===== src/rtl/mem_port_arbiter.sv =====
// Two-requester arbiter for the four-bank main memory port, with read-return routing.
// Define MEM_PORT_ARB_FIXED_PRIO_EN to give requester 1 fixed priority instead of round-robin.
module mem_port_arbiter #(
  parameter int MEM_LAT = 2
) (
  input  logic        clk,
  input  logic        rst,
  input  logic        rq0_rd,
  input  logic        rq0_wr,
  input  logic [15:0] rq0_addr,
  input  logic [15:0] rq0_data,
  output logic        gnt0,
  output logic        rvalid0,
  output logic [15:0] rdata0,
  output logic        err0,
  input  logic        rq1_rd,
  input  logic        rq1_wr,
  input  logic [15:0] rq1_addr,
  input  logic [15:0] rq1_data,
  output logic        gnt1,
  output logic        rvalid1,
  output logic [15:0] rdata1,
  output logic        err1,
  output logic [15:0] m_addr,
  output logic [15:0] m_data_in,
  output logic        m_rd,
  output logic        m_wr,
  input  logic [15:0] m_data_out,
  input  logic [3:0]  m_busy,
  input  logic        m_err
);

  // Handshake: rqN_rd/rqN_wr are level requests held until gntN; gntN is
  // asserted combinationally in the cycle the access is placed on the memory.

  logic [1:0]         bank0, bank1;
  logic               ill0, ill1;
  logic               elig0, elig1;
  logic               pick0, pick1;
  logic               rd_issue;
  logic               ret_vld, ret_own;
  logic [MEM_LAT-1:0] pipe_vld, pipe_own;

  assign bank0 = rq0_addr[2:1];
  assign bank1 = rq1_addr[2:1];
  assign ill0  = rq0_rd & rq0_wr;
  assign ill1  = rq1_rd & rq1_wr;
  assign elig0 = ~rst & (rq0_rd ^ rq0_wr) & ~m_busy[bank0];
  assign elig1 = ~rst & (rq1_rd ^ rq1_wr) & ~m_busy[bank1];

`ifdef MEM_PORT_ARB_FIXED_PRIO_EN
  assign pick1 = elig1;
`else
  logic last_gnt;

  // On a tie the requester that did not win last time goes first.
  assign pick1 = elig1 & (~elig0 | ~last_gnt);

  always_ff @(posedge clk or posedge rst) begin
    if (rst) begin
      last_gnt <= 1'b1;
    end else if (pick0 | pick1) begin
      last_gnt <= pick1;
    end
  end
`endif

  assign pick0 = elig0 & ~pick1;
  assign gnt0  = pick0;
  assign gnt1  = pick1;

  always_comb begin
    m_rd      = 1'b0;
    m_wr      = 1'b0;
    m_addr    = '0;
    m_data_in = '0;
    if (pick0) begin
      m_rd      = rq0_rd;
      m_wr      = rq0_wr;
      m_addr    = rq0_addr;
      m_data_in = rq0_data;
    end else if (pick1) begin
      m_rd      = rq1_rd;
      m_wr      = rq1_wr;
      m_addr    = rq1_addr;
      m_data_in = rq1_data;
    end
  end

  assign rd_issue = (pick0 & rq0_rd) | (pick1 & rq1_rd);

  // Final stage lines up with m_data_out exactly MEM_LAT cycles after issue.
  always_ff @(posedge clk or posedge rst) begin
    if (rst) begin
      pipe_vld <= '0;
      pipe_own <= '0;
    end else begin
      pipe_vld[0] <= rd_issue;
      pipe_own[0] <= pick1;
      for (int i = 1; i < MEM_LAT; i++) begin
        pipe_vld[i] <= pipe_vld[i-1];
        pipe_own[i] <= pipe_own[i-1];
      end
    end
  end

  assign ret_vld = pipe_vld[MEM_LAT-1] & ~rst;
  assign ret_own = pipe_own[MEM_LAT-1];
  assign rvalid0 = ret_vld & ~ret_own;
  assign rvalid1 = ret_vld & ret_own;
  assign rdata0  = rvalid0 ? m_data_out : '0;
  assign rdata1  = rvalid1 ? m_data_out : '0;

  assign err0 = ~rst & (ill0 | (pick0 & m_err));
  assign err1 = ~rst & (ill1 | (pick1 & m_err));

endmodule


===== config.mk =====
export PLATFORM = sky130hd
export DESIGN_NAME = mem_port_arbiter
export DESIGN_NICKNAME = d
export VERILOG_FILES = /design/src/rtl/mem_port_arbiter.sv
export SDC_FILE = /design/constraint.sdc
export NUM_CORES = 1
export LEC_CHECK = 0
export ABC_AREA = 1
export BUFFER_PORTS_ARGS = -buffer_cell sky130_fd_sc_hd__clkbuf_2
export CAP_MARGIN = 30
export CORE_AREA = 8 8 72 74
export CTS_CLUSTER_SIZE = 20
export DETAILED_ROUTE_END_ITERATION = 7
export DIE_AREA = 0 0 80 82
export PLACE_DENSITY = 0.75
export SYNTH_ARGS = -nofsm -noshare
export SYNTH_HDL_FRONTEND = slang
export SYNTH_SLANG_ARGS = --single-unit

===== constraint.sdc =====
create_clock -name clk -period 1.1 [get_ports clk]
set_input_delay 0 -clock clk [delete_from_list [all_inputs] [get_ports clk]]
set_output_delay 0 -clock clk [all_outputs]
set_load 0.005 [all_outputs]

==> out/summary.txt, run 1 <==
final setup violating endpoints -> 74
Critical R2R Launch -> last_gnt
Worst slew margin -> 83.1%
DRT Pass-1 Iters -> 4
initial drt markers -> 43
Seq/Total Area, Yosys -> 12.9%
CP max FO -> 10
Initial Utilization -> 23.7%
met1 WL -> 2.10 mm
Final Hold Vio Count -> 0
Tmin final -> 1.62 ns
Final #Nets -> 488
Max H-tree Level -> 1
synthesized net count -> 300
most common cell after layout, fill and taps aside -> clkbuf_2
root buffer cell -> clkbuf_8
family with the most delay on the worst path -> flip-flops
Routed Antenna Nets -> 0
routed vias -> 1,871
worst slew pin tran -> 0.254 ns
CP Cell Sequence -> nand4_1 -> nand2_4 -> buf_12 -> inv_16 -> buf_16 -> nand2_2 -> nand2_1 -> buf_2
RSZ-0062 raised after global routing -> yes
Area growth, synth to finish -> 155%
HPWL after DPL -> 4.52 mm
Placer Congestion -> 0.816
Post-Synthesis Cells -> 207
first-pass GRT wire length -> 8.44 mm
TritonCTS clock tree -> done
failing checks -> negative setup slack
worst clock skew -> 0.00159 ns
Max-Cap Viols -> 0
Crit Reg-Reg Endpoint -> pipe_vld[0]
power density over the cells -> 566 mW/mm^2
VDD IR max -> 573 uV
# diodes -> 0
layout cells sized above 1 -> 65.0%
syn avg cell area -> 4.74 um^2
Core Rows -> 24
Worst R2R Path Depth -> 7
critical path arrival -> 1.62 ns
Hold Path Origin -> rq1_rd
DP Worst Slack -> -0.272 ns
number of synthesized register bits -> 5
status -> finished, violations left
Post-Syn Area -> 982 um^2
static leakage -> 1.67 nW
number of remaining DRC errors -> 0
fmax -> 619 MHz
crit path kind -> register to primary output
Clock Latency Late Sink -> 0.22 ns
Max Slew Vio Count -> 0
most frequent cells in the layout -> clkbuf_2, nand2_1, buf_2, inv_1, nor2_2
Final Core Density -> 60.4%
final worst-path cycle share -> 147%
WP buf/inv -> 4
All-Layer GR Usage -> 15.8%
YS warnings -> 0
worst hold-check path type -> input pin to register
WHS Path Cells -> 3
post-route setup slack -> -0.517 ns
GRT overflow -> 0
initial antenna violation count -> 0
CTS Buffer Depth -> 2
chip width -> 80 um
CP max stage cell -> dfstp_2
Distinct cells, synth -> 21
total CTS buffers -> 3
clk slew on worst S/H paths -> 0.04 ns
Crit. End Element -> primary output
met2 wire len -> 2.87 mm
die area -> 0.00656 mm^2
vias in the first global route -> 1,919
largest net degree at the start of global routing -> 21
Core Box Area -> 0.00414 mm^2
max layer used -> met4
Setup crit start kind -> register
Routed WL -> 5.80 mm
clock net sink count -> 5
met3 wire len -> 799 um
setup slack, reg-to-reg -> -0.23 ns
CP peak stage delay -> 0.52 ns
worst endpoint required time -> 1.10 ns
Wirelength per Cell -> 13.0 um
Die Y -> 82 um
number of vias per cell -> 4.20
I/O pins -> 163
Worst Hold End -> pipe_vld[0]
PortBufs -> 162
tightest hold or removal path: stages:
cell      delay [ns]
clkbuf_2        0.10
nand2_1         0.09
nand2_2         0.07
repair_timing:
action	4_1_cts	5_1_grt
hold endpoints to repair	5	0
endpoints found under the setup margin	71	75
buffers inserted	4	5
hold buffers	1	0
gates cloned	3	3
resized for setup	45	91
pin swaps	3	10
worst max-delay path by stage:
stage | from | to | slack (ns) | cells after the start
global placement | rq0_wr | m_addr[11] | -0.25 | 12
CTS | last_gnt | m_addr[11] | -0.46 | 8
floorplan | last_gnt | m_data_in[10] | -0.06 | 7
detailed placement | rq0_wr | m_addr[11] | -0.27 | 12
global route | last_gnt | m_data_in[8] | -0.61 | 8
finish | last_gnt | m_data_in[8] | -0.52 | 8
per-stage QoR:
stage | power (mW) | hold WS, ns | std cells | setup TNS (ns) | area [um^2]
after floorplan | 0.486 | -0.245 | 207 | -1.50 | 986
after global placement | 0.855 | 0.0177 | 429 | -8.35 | 1960
after detailed placement | 0.863 | 0.0157 | 429 | -9.97 | 1960
after CTS | 1.31 | 0.0373 | 441 | -21.95 | 2250
after global routing | 1.53 | 0.0883 | 446 | -31.47 | 2500
final | 1.42 | 0.0770 | 446 | -25.73 | 2500
where the power goes:
part           leakage [nW]  internal [mW]  switching (mW)
Combinational          1.58          0.454           0.398
Sequential           0.0644          0.219          0.0114
Clock                0.0228          0.249          0.0863
per-layer routing:
metal  vias up  GRT usage [%]
li1        975              -
met1       792           15.6
met2       102           29.3
met3         2           7.00
met4         0           4.36
met5         -              0
cell usage after synthesis:
master      n  area share [%]
dfrtp_1     4              10
nand2_4     2             2.3
o21ai_0     2             1.0
o22ai_1     1            0.64
nor2_1     34              13
o21bai_1    1            0.76
nand4_1     1            0.64
clkbuf_1    2            0.76
and3_1      1            0.64
nor2_2      1            0.64
ha_1        2             2.5
a21oi_1     3             1.5
inv_1      30              11
nor3_1      2             1.0
nand3_1     3             1.5
dfstp_2     1             2.7
buf_6       3             3.4
inv_4       2             1.3
nand2_1   108              41
buf_4       3             2.3
inv_2       1            0.38
registers in the layout, indices dropped and copies added, names as in the netlist:
register / flops
pipe_own: 2
last_gnt: 1
pipe_vld: 2
layout make-up:
cell class                 instances  area, um^2
tap                               52        65.1
fill                             377        1640
sequential                         5         126
timing repair buffer             190        1240
clock buffer                       4        45.0
inverter                          33         153
multi-input combinational        161         870
timing repair inverter             1        7.51
kinds of logic after synthesis:
logic type	synth area share, %
compound gates	3.95
fa+ha+maj	2.55
buf+inv	19.6
flops	12.9
simple gates	61.0
Power figures use the tool's default switching activity.
==> inputs of run 2 (changes only) <==
--- a/config.mk
+++ b/config.mk
@@ -6,13 +6,13 @@
 export NUM_CORES = 1
 export LEC_CHECK = 0
 export ABC_AREA = 1
-export BUFFER_PORTS_ARGS = -buffer_cell sky130_fd_sc_hd__clkbuf_2
+export BUFFER_PORTS_ARGS = -buffer_cell sky130_fd_sc_hd__buf_2
 export CAP_MARGIN = 30
 export CORE_AREA = 8 8 72 74
 export CTS_CLUSTER_SIZE = 20
 export DETAILED_ROUTE_END_ITERATION = 7
 export DIE_AREA = 0 0 80 82
-export PLACE_DENSITY = 0.75
+export PLACE_DENSITY = 0.74
 export SYNTH_ARGS = -nofsm -noshare
 export SYNTH_HDL_FRONTEND = slang
 export SYNTH_SLANG_ARGS = --single-unit
==> run 2 against run 1 <==
Against the previous run: the flow still finishes with violations (negative setup slack); largest cell class unchanged; combinational power is 4.8% lower; fmax is 0.38% higher; core utilization is 2.0 points lower; non-clock buffer count is 2 higher; wire length hardly changed; die area stayed put.
==> out/summary.txt, run 2 (synthesized netlist as in run 1, its figures left out) <==
status -> finished, violations left (unchanged)
failing checks -> negative setup slack (unchanged)
Core Box Area -> 0.00414 mm^2 (unchanged)
CTS Buffer Depth -> 2 (unchanged)
VDD IR max -> 481 uV (was 573 uV)
worst clock skew -> 0.0000694 ns (was 0.00159 ns)
worst endpoint required time -> 1.10 ns (about the same)
biggest regs -> pipe_own x2, pipe_vld x2, last_gnt x1 (unchanged)
number of remaining DRC errors -> 0 (unchanged)
Top cell by count, worst path -> nand2_1
Initial Utilization -> 23.7% (unchanged)
fmax -> 621 MHz (was 619 MHz)
Tmin final -> 1.61 ns (was 1.62 ns)
Net Sw Frac -> 35.0% (about the same)
post-route setup slack -> -0.511 ns (was -0.517 ns)
Worst slew margin -> 83.6% (was 83.1%)
All-Layer GR Usage -> 15.8% (about the same)
worst slew pin tran -> 0.245 ns (was 0.254 ns)
chip width -> 80 um (unchanged)
family with the most delay on the worst path -> flip-flops (unchanged)
Max-Cap Viols -> 0 (unchanged)
Placed Cells -> 427 (was 429)
Die Y -> 82 um (unchanged)
Placer Congestion -> 0.745 (was 0.816)
DP Worst Slack -> -0.328 ns (was -0.272 ns)
Sw Pwr -> 0.483 mW (was 0.496 mW)
TNS Setup -> -27.66 ns (was -25.73 ns)
WHS Path Cells -> 3 (unchanged)
CP peak stage delay -> 0.52 ns (about the same)
Hold WS -> 0.0400 ns (was 0.0770 ns)
initial antenna violation count -> 0 (unchanged)
initial drt markers -> 57 (was 43)
first-pass GRT wire length -> 8.35 mm (was 8.44 mm)
largest net degree at the start of global routing -> 18 (was 21)
Area growth, synth to finish -> 147% (was 155%)
WP depth -> 8 (unchanged)
WP buf/inv -> 4 (unchanged)
clock power share -> 24.6% (was 23.6%)
power density over the cells -> 570 mW/mm^2 (was 566 mW/mm^2)
clk slew on worst S/H paths -> 0.03 ns (was 0.04 ns)
Routed Antenna Nets -> 0 (unchanged)
crit path kind -> register to primary output (unchanged)
I/O pins -> 163 (unchanged)
CP Cell Sequence -> nand4_1 -> nand2_4 -> buf_6 -> inv_8 -> clkbuf_16 -> nand2_1 -> nand2_1 -> buf_2 (was nand4_1 -> nand2_4 -> buf_12 -> inv_16 -> buf_16 -> nand2_2 -> nand2_1 -> buf_2)
static leakage -> 1.63 nW (was 1.67 nW)
Reg power frac -> 16.7% (was 16.2%)
Wirelength per Cell -> 12.9 um (was 13.0 um)
vias in the first global route -> 1,964 (was 1,919)
GRT overflow -> 0 (unchanged)
combinational power share -> 58.7% (was 60.1%)
final worst-path cycle share -> 146% (was 147%)
final setup violating endpoints -> 75 (was 74)
Max H-tree Level -> 1 (unchanged)
Final Hold Vio Count -> 0 (unchanged)
Clock Latency Late Sink -> 0.22 ns (about the same)
# diodes -> 0 (unchanged)
clock net sink count -> 5 (unchanged)
Worst R2R Path Depth -> 8 (was 7)
most frequent cells in the layout -> buf_2, nand2_1, inv_1, nand2_2, nor2_1 (was clkbuf_2, nand2_1, buf_2, inv_1, nor2_2)
Crit. End Element -> primary output (unchanged)
Routed WL -> 5.80 mm (about the same)
critical path arrival -> 1.61 ns (was 1.62 ns)
Setup crit start kind -> register (unchanged)
routed vias -> 1,903 (was 1,871)
internal power consumption -> 0.898 mW (was 0.921 mW)
final non-filler cell total -> 449 (was 446)
CP max FO -> 9 (was 10)
Pwr Total -> 1.38 mW (was 1.42 mW)
root buffer cell -> clkbuf_8 (unchanged)
Core Rows -> 24 (unchanged)
layout cells sized above 1 -> 63.0% (was 65.0%)
RSZ-0062 raised after global routing -> yes (unchanged)
Max Slew Vio Count -> 0 (unchanged)
CP max stage cell -> dfstp_2 (unchanged)
worst hold-check path type -> input pin to register (unchanged)
number of vias per cell -> 4.24 (was 4.20)
TritonCTS clock tree -> done (unchanged)
HPWL after DPL -> 4.59 mm (was 4.52 mm)
most common cell after layout, fill and taps aside -> buf_2 (was clkbuf_2)
fillers -> 374 (was 377)
die area -> 0.00656 mm^2 (unchanged)
PortBufs -> 162 (unchanged)
total CTS buffers -> 3 (unchanged)
DRT Pass-1 Iters -> 4 (unchanged)
Final #Nets -> 491 (was 488)
[run 2: cell types whose count changed in the layout (fill, tap and decap cells not counted), moves of 5 or more]
cell | previous run | this run
buf_2 | 35 | 160
clkbuf_2 | 120 | 0
nor2_1 | 10 | 21
nor2_2 | 20 | 13
nand2_4 | 7 | 2
[run 2: repair_timing]
| item | CTS | global route |
|---|---|---|
| hold buffers | 1 | 0 |
| pin swaps | 3 | 6 |
| hold endpoints to repair | 5 | 0 |
| setup endpoints to repair | 72 | 75 |
| cloned | 3 | 3 |
| gates resized for setup | 29 | 49 |
| buffers inserted | 8 | 4 |
[run 2: layout make-up]
type                            instances  area (um^2)  area share (%)
Clock buffer                            4         45.0            1.86
Inverter                               33          154            6.35
Multi-Input combinational cell        161          818            33.8
Sequential cell                         5          126            5.22
Tap cell                               52         65.1            2.69
Timing Repair Buffer                  192         1200            49.5
Timing Repair inverter                  2         15.0           0.620
[run 2: power by group through the flow]
stage,Combinational [mW],Sequential [mW],Clock (mW)
detailed placement,0.619,0.232,0
CTS,0.709,0.230,0.344
global route,0.903,0.235,0.360
floorplan,0.258,0.228,0
finish,0.811,0.231,0.339
global placement,0.610,0.231,0
[run 2: final timing paths]
check | from | endpoint | slack (ns)
setup / recovery | last_gnt | m_wr | -0.51
hold / removal | rq0_rd | pipe_vld[0] | 0.04
min in group asynchronous | rst | pipe_own[1] | 0.33
hold reg to reg | pipe_vld[0] | pipe_vld[1] | 0.34
max in group asynchronous | rst | last_gnt | 0.58
setup reg to reg | last_gnt | pipe_vld[0] | -0.35
[run 2: per-stage QoR]
step / cell area [um^2] / util, %
after global placement: 1940 / 46.7
final: 2420 / 58.5
after global routing: 2420 / 58.5
after CTS: 2180 / 52.7
after floorplan: 986 / -
after detailed placement: 1940 / 46.7
[run 2: tightest hold or removal path, cell delays in order]
cell	delay, ns
buf_2	0.09
nand2_1	0.07
nand2_1	0.06
[run 2: metal layers]
layer	routed length (um)	track usage, %	vias up
met5	0	0	-
met4	87	4.36	0
met3	863	8.21	7
met2	2840	28.5	120
met1	2010	15.6	795
li1	-	-	981
==> inputs of run 3 (changes only) <==
--- a/config.mk
+++ b/config.mk
@@ -13,6 +13,7 @@
 export DETAILED_ROUTE_END_ITERATION = 7
 export DIE_AREA = 0 0 80 82
 export PLACE_DENSITY = 0.74
+export RECOVER_POWER = 25
 export SYNTH_ARGS = -nofsm -noshare
 export SYNTH_HDL_FRONTEND = slang
 export SYNTH_SLANG_ARGS = --single-unit
==> run 3 against run 2 <==
Against the previous run: the flow still finishes with violations (negative setup slack); power down 0.29%; cell count unchanged; via count decreased by 0.21%; non-clock buffer count stayed put; flip-flop and latch count stayed put; largest cell class unchanged; highest routed layer unchanged.
==> out/summary.txt, run 3 (synthesized netlist as in run 1, its figures left out) <==
status -> finished, violations left (unchanged)
failing checks -> negative setup slack (unchanged)
worst hold-check path type -> input pin to register (unchanged)
M3 GR Usage -> 8.21% (unchanged)
largest net degree at the start of global routing -> 18 (unchanged)
clock power share -> 24.5% (was 24.6%)
Worst slew margin -> 82.7% (was 83.6%)
most frequent cells in the layout -> buf_2, nand2_1, inv_1, nand2_2, nor2_1 (unchanged)
DRT Pass-1 Iters -> 4 (unchanged)
biggest regs -> pipe_own x2, pipe_vld x2, last_gnt x1 (unchanged)
most common cell after layout, fill and taps aside -> buf_2 (unchanged)
Crit. End Element -> primary output (unchanged)
Initial Utilization -> 23.7% (unchanged)
Post-DP Area -> 0.00194 mm^2 (unchanged)
Wirelength per Cell -> 12.9 um (about the same)
HPWL after DPL -> 4.59 mm (unchanged)
# diodes -> 0 (unchanged)
crit path kind -> register to primary output (unchanged)
worst endpoint required time -> 1.10 ns (about the same)
Die Y -> 82 um (unchanged)
CP max FO -> 9 (unchanged)
chip width -> 80 um (unchanged)
vias in the first global route -> 1,964 (unchanged)
Max H-tree Level -> 1 (unchanged)
Tmin final -> 1.60 ns (was 1.61 ns)
GRT overflow -> 0 (unchanged)
clk slew on worst S/H paths -> 0.03 ns (about the same)
clock net sink count -> 5 (unchanged)
PortBufs -> 162 (unchanged)
Multi-input gate area -> 818 um^2 (unchanged)
met1 GRT Util -> 15.6% (unchanged)
Net Sw Frac -> 34.9% (was 35.0%)
critical path arrival -> 1.60 ns (was 1.61 ns)
Reg power frac -> 16.7% (about the same)
layout cells sized above 1 -> 62.7% (was 63.0%)
total CTS buffers -> 3 (unchanged)
final non-filler cell total -> 449 (unchanged)
Routed WL -> 5.79 mm (was 5.80 mm)
static leakage -> 1.63 nW (about the same)
fillers -> 374 (unchanged)
initial drt markers -> 59 (was 57)
power density over the cells -> 569 mW/mm^2 (was 570 mW/mm^2)
Placed Cells -> 427 (unchanged)
first-pass GRT wire length -> 8.35 mm (unchanged)
combinational power share -> 58.8% (was 58.7%)
Core Box Area -> 0.00414 mm^2 (unchanged)
Max-Cap Viols -> 0 (unchanged)
Area growth, synth to finish -> 146% (was 147%)
die area -> 0.00656 mm^2 (unchanged)
post-route setup slack -> -0.503 ns (was -0.511 ns)
number of remaining DRC errors -> 0 (unchanged)
Sw Pwr -> 0.480 mW (was 0.483 mW)
CTS Buffer Depth -> 2 (unchanged)
final setup violating endpoints -> 75 (unchanged)
number of vias per cell -> 4.23 (was 4.24)
Core Rows -> 24 (unchanged)
met2 GRT Util -> 28.5% (unchanged)
gr busiest metal -> met2 (unchanged)
root buffer cell -> clkbuf_8 (unchanged)
Setup crit start kind -> register (unchanged)
register area -> 126 um^2 (unchanged)
I/O pins -> 163 (unchanged)
Placer Congestion -> 0.745 (unchanged)
worst slew pin tran -> 0.260 ns (was 0.245 ns)
VDD IR max -> 472 uV (was 481 uV)
Pwr Total -> 1.38 mW (about the same)
final worst-path cycle share -> 146% (about the same)
initial antenna violation count -> 0 (unchanged)
internal power consumption -> 0.896 mW (was 0.898 mW)
TritonCTS clock tree -> done (unchanged)
RSZ-0062 raised after global routing -> yes (unchanged)
Hold WS -> 0.0398 ns (was 0.0400 ns)
Final #Nets -> 491 (unchanged)
Clock Latency Late Sink -> 0.22 ns (about the same)
Max Slew Vio Count -> 0 (unchanged)
worst clock skew -> 0.00174 ns (was 0.0000694 ns)
Final Cell Area -> 0.00242 mm^2 (about the same)
routed vias -> 1,899 (was 1,903)
All-Layer GR Usage -> 15.8% (unchanged)
fmax -> 624 MHz (was 621 MHz)
Final Hold Vio Count -> 0 (unchanged)
Routed Antenna Nets -> 0 (unchanged)
-- run 3: cell count changes in the layout (fill, tap and decap cells not counted) --
cell,previous run,this run
clkbuf_1,1,2
buf_4,12,11
-- run 3: per-layer routing --
layer,vias to the layer above,routed length [um],part of all wire [%]
met5,-,0,0
met4,0,87,1.5
met3,7,858,15
met2,120,2830,49
met1,791,2010,35
li1,981,-,-
-- run 3: worst max-delay path, cell delays in order (launching register included) --
cell       delay, ns
dfstp_2         0.52
nand4_1         0.16
nand2_4         0.15
buf_6           0.12
inv_8           0.05
clkbuf_16       0.16
nand2_1         0.06
nand2_1         0.05
buf_2           0.12
-- run 3: per-stage QoR --
stage	setup TNS [ns]	utilization [%]	worst slack (ns)
after floorplan	-1.50	-	-0.0553
after global placement	-8.68	46.7	-0.256
after detailed placement	-11.40	46.7	-0.328
after CTS	-24.85	52.7	-0.486
after global routing	-33.94	58.4	-0.606
final	-27.31	58.4	-0.503
-- run 3: path summary, 6_finish.rpt --
| check | start | end | slack [ns] | depth (start not counted) |
|---|---|---|---|---|
| worst max-delay path | last_gnt | m_wr | -0.50 | 8 |
| worst min-delay path | rq0_rd | pipe_vld[0] | 0.04 | 3 |
| worst max register to register | last_gnt | pipe_vld[0] | -0.34 | 8 |
| worst min register to register | pipe_vld[0] | pipe_vld[1] | 0.34 | 0 |
| max in group asynchronous | rst | last_gnt | 0.47 | 4 |
| min in group asynchronous | rst | pipe_vld[0] | 0.37 | 4 |
-- run 3: final cells by class --
cell class	instances	share of cell area, %
clock buffers	4	1.86
repair buffers	192	49.4
inverters	33	6.36
well taps	52	2.69
flip-flops and latches	5	5.23
multi-input cells	161	33.8
repair inverters	2	0.621
-- run 3: power groups by stage --
stage,sequential [mW],combinational [mW],clock [mW]
final,0.230,0.809,0.338
after global routing,0.235,0.901,0.360
after CTS,0.230,0.709,0.344
after detailed placement,0.232,0.619,0
after global placement,0.231,0.610,0
after floorplan,0.228,0.258,0
-- run 3: repair_timing --
action / CTS / global route
hold buffers: 1 / 0
gates resized for setup: 29 / 49
setup endpoints to repair: 72 / 75
gates cloned: 3 / 3
endpoints found under the hold margin: 5 / 0
setup buffers: 8 / 4
pin swaps: 3 / 6
